$ cat src/rtl/backend_pkg.sv
// rtl/backend_pkg.sv - shared backend constants and arbiter state type
//
// Purpose : default module count / word width and the arbiter FSM state
//           encoding shared by the backend data path.
// Ports   : none (package).
package backend_pkg;

   localparam int NMODULES  = 4;
   localparam int LENGTH    = 128;
   localparam int MOD_IDX_W = $clog2(NMODULES);

   typedef enum logic {
      ARB_IDLE  = 1'b0,
      ARB_GRANT = 1'b1
   } arb_state_e;

endpackage

$ cat src/rtl/module_data_arbiter_rr_pick.sv
// rtl/module_data_arbiter_rr_pick.sv - combinational rotating-priority picker
//
// Purpose : returns the first asserted request at or after index base,
//           wrapping modulo N.
// Ports   : req  [N]  request vector
//           base [W]  starting index (must be < N)
//           idx  [W]  selected index (0 when nothing requested)
//           any       at least one request is asserted
module rr_pick #(
   parameter int N = 4,
   parameter int W = 2
) (
   input  logic [N-1:0] req,
   input  logic [W-1:0] base,
   output logic [W-1:0] idx,
   output logic         any
);

   // Walk from the farthest offset back to offset 0 so the nearest
   // request (smallest offset from base) is the last one written.
   always_comb begin
      idx = '0;
      any = 1'b0;
      for (int i = N - 1; i >= 0; i--) begin
         if (req[(int'(base) + i) % N]) begin
            idx = W'((int'(base) + i) % N);
            any = 1'b1;
         end
      end
   end

endmodule

$ cat src/rtl/module_data_arbiter.sv
// rtl/module_data_arbiter.sv - round-robin burst arbiter from module RX FIFOs to TX FIFO
//
// Purpose : shares one registered valid/ready output among NMODULES FWFT
//           RX data FIFOs. Each grant lasts at most MAX_BURST accepted words;
//           one IDLE arbitration cycle separates grants.
// Ports   : clk, rst_n          clock, asynchronous active-low reset
//           m_en     [N]        per-module enable
//           in_data  [L*N]      module k word at [k*L +: L]
//           in_valid [N]        per-module FIFO not-empty
//           in_ready [N]        per-module FWFT pop (at most one bit high)
//           out_data [L]        registered output word
//           out_src  [IDX]      source module of out_data
//           out_valid/out_ready output handshake
//           stats_clr, word_count[32*N]  only with MODULE_ARB_STATS_EN
module module_data_arbiter #(
   parameter int NMODULES  = backend_pkg::NMODULES,
   parameter int LENGTH    = backend_pkg::LENGTH,
   parameter int MAX_BURST = 16
) (
   input  logic                         clk,
   input  logic                         rst_n,
   input  logic [NMODULES-1:0]          m_en,
   input  logic [LENGTH*NMODULES-1:0]   in_data,
   input  logic [NMODULES-1:0]          in_valid,
   output logic [NMODULES-1:0]          in_ready,
   output logic [LENGTH-1:0]            out_data,
   output logic [$clog2(NMODULES)-1:0]  out_src,
   output logic                         out_valid,
   input  logic                         out_ready
`ifdef MODULE_ARB_STATS_EN
  ,input  logic                         stats_clr,
   output logic [32*NMODULES-1:0]       word_count
`endif
);

   import backend_pkg::*;

   localparam int IDX_W   = $clog2(NMODULES);
   localparam int BURST_W = $clog2(MAX_BURST + 1);

   arb_state_e          state_q;
   logic [IDX_W-1:0]    g_q, rr_q, rr_d, pick_idx;
   logic [BURST_W-1:0]  burst_cnt_q;
   logic                pick_any, space, xfer, last_word, leave;
   logic [LENGTH-1:0]   sel_data;

   rr_pick #(.N(NMODULES), .W(IDX_W)) u_pick (
      .req  (in_valid & m_en),
      .base (rr_q),
      .idx  (pick_idx),
      .any  (pick_any)
   );

   // Output register can take a word if empty or being drained this cycle.
   assign space     = ~out_valid | out_ready;
   assign xfer      = (state_q == ARB_GRANT) & in_valid[g_q] & m_en[g_q] & space;
   assign sel_data  = in_data[g_q*LENGTH +: LENGTH];
   assign last_word = (burst_cnt_q == BURST_W'(MAX_BURST - 1));
   // Backpressure alone never ends a grant; only burst end, empty or disable.
   assign leave     = (xfer & last_word) | ~in_valid[g_q] | ~m_en[g_q];
   assign rr_d      = (g_q == IDX_W'(NMODULES - 1)) ? '0 : g_q + 1'b1;

   always_comb begin
      in_ready      = '0;
      in_ready[g_q] = xfer;
   end

   always_ff @(posedge clk or negedge rst_n) begin
      if (!rst_n) begin
         state_q     <= ARB_IDLE;
         g_q         <= '0;
         rr_q        <= '0;
         burst_cnt_q <= '0;
         out_valid   <= 1'b0;
         out_data    <= '0;
         out_src     <= '0;
      end else begin
         case (state_q)
            ARB_IDLE: begin
               if (pick_any) begin
                  g_q         <= pick_idx;
                  burst_cnt_q <= '0;
                  state_q     <= ARB_GRANT;
               end
            end
            ARB_GRANT: begin
               if (xfer)
                  burst_cnt_q <= burst_cnt_q + 1'b1;
               if (leave) begin
                  state_q <= ARB_IDLE;
                  rr_q    <= rr_d;
               end
            end
            default: state_q <= ARB_IDLE;
         endcase

         if (xfer) begin
            out_data  <= sel_data;
            out_src   <= g_q;
            out_valid <= 1'b1;
         end else if (out_ready) begin
            out_valid <= 1'b0;
         end
      end
   end

`ifdef MODULE_ARB_STATS_EN
   // Clear wins over a same-cycle increment.
   always_ff @(posedge clk or negedge rst_n) begin
      if (!rst_n) begin
         word_count <= '0;
      end else begin
         for (int k = 0; k < NMODULES; k++) begin
            if (stats_clr)
               word_count[k*32 +: 32] <= '0;
            else if (xfer && (g_q == IDX_W'(k)))
               word_count[k*32 +: 32] <= word_count[k*32 +: 32] + 32'd1;
         end
      end
   end
`endif

endmodule

$ cat config.mk
export PLATFORM = sky130hd
export DESIGN_NAME = module_data_arbiter
export DESIGN_NICKNAME = d
export VERILOG_FILES = /design/src/rtl/backend_pkg.sv /design/src/rtl/module_data_arbiter_rr_pick.sv /design/src/rtl/module_data_arbiter.sv
export SDC_FILE = /design/constraint.sdc
export NUM_CORES = 1
export LEC_CHECK = 0
export CAP_MARGIN = 10
export CORE_AREA = 2 2 254 256
export CTS_CLUSTER_SIZE = 25
export DETAILED_ROUTE_END_ITERATION = 8
export DIE_AREA = 0 0 256 258
export PLACE_DENSITY = 0.37
export SYNTH_ARGS = -nofsm -noshare
export SYNTH_HDL_FRONTEND = slang
export SYNTH_SLANG_ARGS = --single-unit
$ cat constraint.sdc
create_clock -name clk -period 2.6 [get_ports clk]
set_input_delay 0.52 -clock clk [delete_from_list [all_inputs] [get_ports clk]]
set_output_delay 0.52 -clock clk [all_outputs]
set_load 0.05 [all_outputs]
== Word level (Yosys, flattened, before mapping) ==
Index checks and enable logic that the tools add are counted.

* Register bits after elaboration: 141
* Input bits: 523
* Output and inout port bits: 135
* Logic and storage cells: 81

* Add/subtract/negate cells: 5
* Magnitude comparators: 6
* Eq/ne operators: 4
* Shift-type cells: 1
* Muxes and demuxes: 34
* Bitwise logic cells: 16
* Reductions and logical operators: 8

{| class="wikitable"
|+ Operators with widths
! cell !! number
|-
| variable part select 512 x 10 -> 128 bit || 1
|-
| two-way mux 1 bit || 18
|-
| binary-select mux 1 bit (select 2 bit) || 6
|-
| less-than comparator 3 x 4 -> 1 bit (second input constant) || 3
|-
| two-way mux 2 bit || 5
|-
| two-way mux 5 bit || 2
|-
| one-hot mux 5 bit (2 select lines) || 1
|-
| AND 4 bit || 2
|-
| less-than comparator 2 x 3 -> 1 bit (second input constant) || 2
|-
| AND reduction 2 bit || 3
|-
| OR reduction 2 bit || 3
|-
| adder 5 x 1 -> 5 bit (second input constant) || 1
|-
| equality test 5 x 4 -> 1 bit (second input constant) || 1
|-
| adder 2 x 1 -> 2 bit (second input constant) || 2
|-
| adder 2 bit (second input constant) || 2
|-
| AND 1 bit || 4
|-
| inverter 1 bit || 4
|-
| AND 1 bit (first input constant) || 3
|-
| OR 1 bit || 3
|-
| demux 1 bit (select 2 bit) || 1
|-
| equality test 2 bit (second input constant) || 1
|-
| greater-or-equal comparator 2 x 1 -> 1 bit (second input constant) || 1
|-
| inequality test 2 x 1 -> 1 bit (second input constant) || 1
|-
| inequality test 2 bit (second input constant) || 1
|-
| 3 further kinds || 3
|}

== Depth between registers and ports, before layout ==
* Depth after elaboration: 12
* Depth in mapped cells: 7

== Hierarchy ==
A second synthesis with hierarchy kept.

* Cell total of the unflattened synthesis: 651
* Area, all modules: 8650.8 sq um

{| class="wikitable"
|+ By module, submodules not included
! module !! times used !! cells each !! area each (sq um)
|-
| module_data_arbiter || 1 || 638 || 8573.2
|-
| rr_pick || 1 || 13 || 77.6
|}

== Worst setup path before layout ==
Ideal clock, no wire load.

* Path type: reg2out
* From: reg g_q[1]
* To: out in_ready[0]
* Arrival: 1.895 ns
* Data required time: 2.080 ns
* Slack: 0.185 ns
* Stages on the path, launching flop included: 8
* Buffers on the path: 3
* Path through: dfrtp_1 -> buf_4 -> and4b_1 -> o41ai_4 -> nor2b_2 -> buf_6 -> buf_6 -> and2_1

* Cells in the longest elaborated chain, start to end: 6

{| class="wikitable"
|+ RTL lines
! element !! line !! RTL
|-
| from (decl) || module_data_arbiter.sv:42 || <nowiki>logic [IDX_W-1:0] g_q, rr_q, rr_d, pick_idx;</nowiki>
|-
| from (signal assigned) || module_data_arbiter.sv:81 || <nowiki>g_q <= pick_idx;</nowiki>
|-
| binary-select mux 1 bit (select 2 bit) || module_data_arbiter.sv:56 || <nowiki>assign xfer = (state_q == ARB_GRANT) & in_valid[g_q] & m_en[g_q] & space;</nowiki>
|-
| two-way mux 1 bit (not written as such) || module_data_arbiter.sv:56 ||
|-
| AND 1 bit (3 in a row) || module_data_arbiter.sv:56 ||
|-
| AND 4 bit (no source line) * || - ||
|-
| to (decl) || module_data_arbiter.sv:25 || <nowiki>output logic [NMODULES-1:0] in_ready,</nowiki>
|}

Mark *: on every way between the ends. The rest lies on a longest branch, timed or not. The select of a mux whose other input is x is not followed.

== Final worst setup path ==
* From: in m_en[2]
* To: out in_ready[3]

* Cells in the longest elaborated chain, start to end: 5

{| class="wikitable"
|+ RTL lines
! element !! line !! RTL
|-
| from (decl) || module_data_arbiter.sv:22 || <nowiki>input logic [NMODULES-1:0] m_en,</nowiki>
|-
| binary-select mux 1 bit (select 2 bit) || module_data_arbiter.sv:56 ||
|-
| two-way mux 1 bit (not written as such) || module_data_arbiter.sv:56 ||
|-
| AND 1 bit (2 in a row) || module_data_arbiter.sv:56 ||
|-
| AND 4 bit (no source line) || - ||
|}

No other way between the ends. The select of a mux whose other input is x is not followed.

==> results.md <==
Outcome:
- The flow ran to the end, but the final reports show violations.
- The checks that failed: negative setup slack.

Die:
- The die width is 256 um.
- The area of the core region is 0.0636 sq mm.
- For this design the top-level I/O count stands at 658.
- The starting utilization of the core area is 0.143.
- The die covers 0.0660 sq mm.
- The floorplan step set the die height to 258 um.
- The floorplan has 93 rows.

Timing:
- In the finished design, the share of the clock period the worst path needs comes to 1.01.
- The worst max-slew margin expressed relative to the limit is 0.475.
- Hold is met by 0.0468 ns.
- Derived from the worst setup path, the maximum achievable clock frequency is 382 MHz.
- The count of final hold-check violations came to 0.
- The number of setup violations in the final report is 4.
- Counting I/O delays and the setup requirement, the final critical path takes 2.62 ns.
- The max-slew violation total from the final report is 0.
- The clock skew is 0.00985 ns.
- The final critical-path setup slack is -0.0203 ns.
- Setup repair after global routing could not meet its margin everywhere.
- The slew of the pin with the lowest slew margin is 0.787 ns.

Hold path:
- The min-delay analysis places its worst path in the category in -> async.

Clock network:
- Clock-pin slew was measured on the worst setup and hold paths at 0.06 ns.
- The clock net in this run drives a total of 141 sinks.
- Clock latency on the worst-skew pair, taken at its later pin, is 0.47 ns.
- The cell at the root of the clock tree is clkbuf_16.
- TritonCTS built the clock tree.
- The post-cts hold buffer count is 0.
- The number of clock buffers added by TritonCTS is 17.
- Counting along the longest clock path gives a buffer depth of 2.
- The level count of the clock H-tree is 4.

Global routing:
- Global routing finished with a remaining overflow of 0.
- The number of antenna violations at the first check in global routing is 8.
- The number of global-route vias before repair is 8608.
- The largest net degree at the start of global routing is 83.
- The first global-routing pass estimated 62200 um of wire.
- In the global route stage, overall resource usage came out at 0.131.

Critical path:
- The setup path with the least slack is of type in -> out.
- The reg-to-reg startpoint is g_q[1].
- Of all nets on the critical path, the largest fanout is 5.
- The worst setup path is captured at a primary output.
- The endpoint required time on the critical path is 2.08 ns.
- In this run the critical register-to-register path is captured at out_data[26].
- The depth of the worst register-to-register path is 9.
- The element type at the critical path start is an input port.
- The register-to-register setup slack is 0.15 ns.
- At the worst endpoint, the arrival time is 2.10 ns.

Final layout:
- In the final layout, the share of cells above drive strength 1 is 0.284.
- The number of filler cells placed in the layout is 6538.
- The library cells used most frequently in the layout, excluding fill and tap cells, are clkdlybuf4s50_1, dfrtp_1, mux4_2.
- The most common cell after layout, fill and taps aside is clkdlybuf4s50_1.
- The area growth from synthesis to layout is 94.2%.
- In the final design database the tool counted 1707 nets.

Logic synthesis:
- The number of distinct library cell variants in the gate-level netlist after synthesis is 34.
- The register bit total from synthesis is 141.
- Synthesis produced a netlist whose cell count is 504.
- In the synthesized netlist the dominant register cell turns out to be dfrtp_1.
- The yosys synthesis warning count is 0.
- The number of flops mapped to enable cells by yosys is 0.
- The post-synth net total is 1033.
- The proportion of synthesized chip area in sequential cells is 0.389.
- The mean instance size in the synthesized netlist is 18.0 sq um.
- For this run, asynchronously set or reset flops after synthesis account for 1.00.
- The cell area that synthesis handed to floorplanning was 0.00907 sq mm.

Power and ir drop:
- Power spread over the standard cell area amounts to 1140 mW/mm^2.
- The net switching component of the power is 8820 uW.
- The share of total power dissipated in sequential elements is 0.198.
- The share of power burned in combinational logic is 0.662.
- The leakage component of the power is 0.00669 uW.
- The clock network fraction of design power is 0.139.
- The internal portion of the total power is 11300 uW.
- The total power after layout is 20100 uW.
- The peak ir drop on the vdd network is 0.503 mV.
- The switching fraction of total power is 0.438.

Drt:
- Detailed routing inserted a total of 7623 vias.
- The starting DRC count in detailed routing is 295.
- The detailed-routing iteration count for the pre-antenna-repair pass is 4.
- The total routed wirelength is 44200 um.
- The remaining design rule violation count is 0.
- The via count normalized by instance count is 3.72.
- Once detail routing completed, the nets flagged for antenna violations numbered 0.
- The wire length per cell is 21.5 um.

Place:
- The congestion estimate from routability-driven global placement came to 0.828.
- After legalization and detailed placement, the total HPWL measured 35800 um.
- Buffers placed on the I/O ports in this run total 657.

Run:
- The max-cap violation count is 0.
==> timing repair <==
action | 4_1_cts | 5_1_grt
gates cloned | 0 | 1
setup endpoints to repair | 4 | 4
pin swaps | 7 | 1
setup buffers | 5 | 1
gates resized for setup | 5 | 0
==> state kept, by name (all words and copies together) (netlist names) <==
| register | cells |
|---|---|
| burst_cnt_q | 5 |
| g_q | 2 |
| out_data | 128 |
| out_src | 2 |
| out_valid | 1 |
| rr_q | 2 |
| state_q | 1 |
==> Yosys cell counts, types with 3 or more instances <==
library cell,n,share of area
ha_1,6,0.0083
buf_2,8,0.0044
mux2_4,120,0.20
mux4_2,128,0.32
nand2_1,10,0.0041
buf_6,15,0.019
dfrtp_1,141,0.39
o21ai_1,3,0.0017
inv_1,5,0.0021
and2_1,5,0.0034
clkbuf_1,19,0.0079
mux2i_1,3,0.0033
mux2_1,13,0.016
==> per-stage QoR <==
stage                     cell area [sq um]   util  std cells  setup slack (ns)  setup TNS, ns
after floorplan                        9070      -        504             0.185              0
after global placement                16900  0.265       2007            -0.178         -15.75
after detailed placement              16900  0.265       2007            -0.191         -16.69
after CTS                             17600  0.276       2044           -0.0898         -0.349
after global routing                  17600  0.277       2049           -0.0961         -0.378
final                                 17600  0.277       2050           -0.0203        -0.0705
==> worst max path at each step <==
stage,from,endpoint,slack [ns],depth (start not counted)
after detailed placement,m_en[2],out_data[33],-0.19,8
after global placement,m_en[2],out_data[15],-0.18,8
after floorplan,g_q[1],in_ready[0],0.18,7
after CTS,g_q[0],in_ready[3],-0.09,6
final,m_en[2],in_ready[3],-0.02,7
after global routing,g_q[1],in_ready[0],-0.1,6
==> power groups by stage <==
stage	clock network, uW	registers [uW]	logic, uW
finish	2810	3990	13300
detailed placement	0	4040	13400
global placement	0	4060	13400
CTS	2960	4000	13500
floorplan	0	7560	5100
global route	3050	4140	14000
==> cell type report <==
| cell class | instances | area (sq um) | area share |
|---|---|---|---|
| clock inverters | 10 | 185 | 0.0105 |
| repair buffers | 701 | 7090 | 0.402 |
| multi-input cells | 312 | 5240 | 0.297 |
| clock buffers | 22 | 474 | 0.0269 |
| diodes | 4 | 10.0 | 0.000568 |
| inverters | 5 | 18.8 | 0.00107 |
| well taps | 855 | 1070 | 0.0607 |
| flip-flops and latches | 141 | 3540 | 0.201 |
==> cell families (layout without fill, tap and decap cells) <==
| logic type | after synthesis | count (layout) | share of synthesized area |
|---|---|---|---|
| compound gates | 15 | 15 | 0.0136 |
| fa+ha+maj | 6 | 6 | 0.00827 |
| buf+inv | 51 | 738 | 0.0354 |
| flops | 141 | 141 | 0.389 |
| mux | 264 | 264 | 0.536 |
| other cells | 0 | 4 | 0 |
| simple gates | 27 | 27 | 0.0182 |
==> critical path, stage by stage <==
cell and delay (ns):
clkdlybuf4s50_1 0.56, and4b_1 0.30, o41ai_4 0.09, buf_4 0.16
nor2b_4 0.15, and2_4 0.18, buf_12 0.13
==> metal layers <==
layer / global-route usage / part of all wire / wire [um] / vias up
met4: 0.0421 / 0.017 / 742 / 6
met3: 0.0413 / 0.061 / 2670 / 36
met5: 0 / 0.00079 / 35 / -
li1: - / - / - / 3412
met2: 0.241 / 0.55 / 24200 / 299
met1: 0.143 / 0.37 / 16500 / 3870
Note: power is estimated with default switching activity, not from simulation.
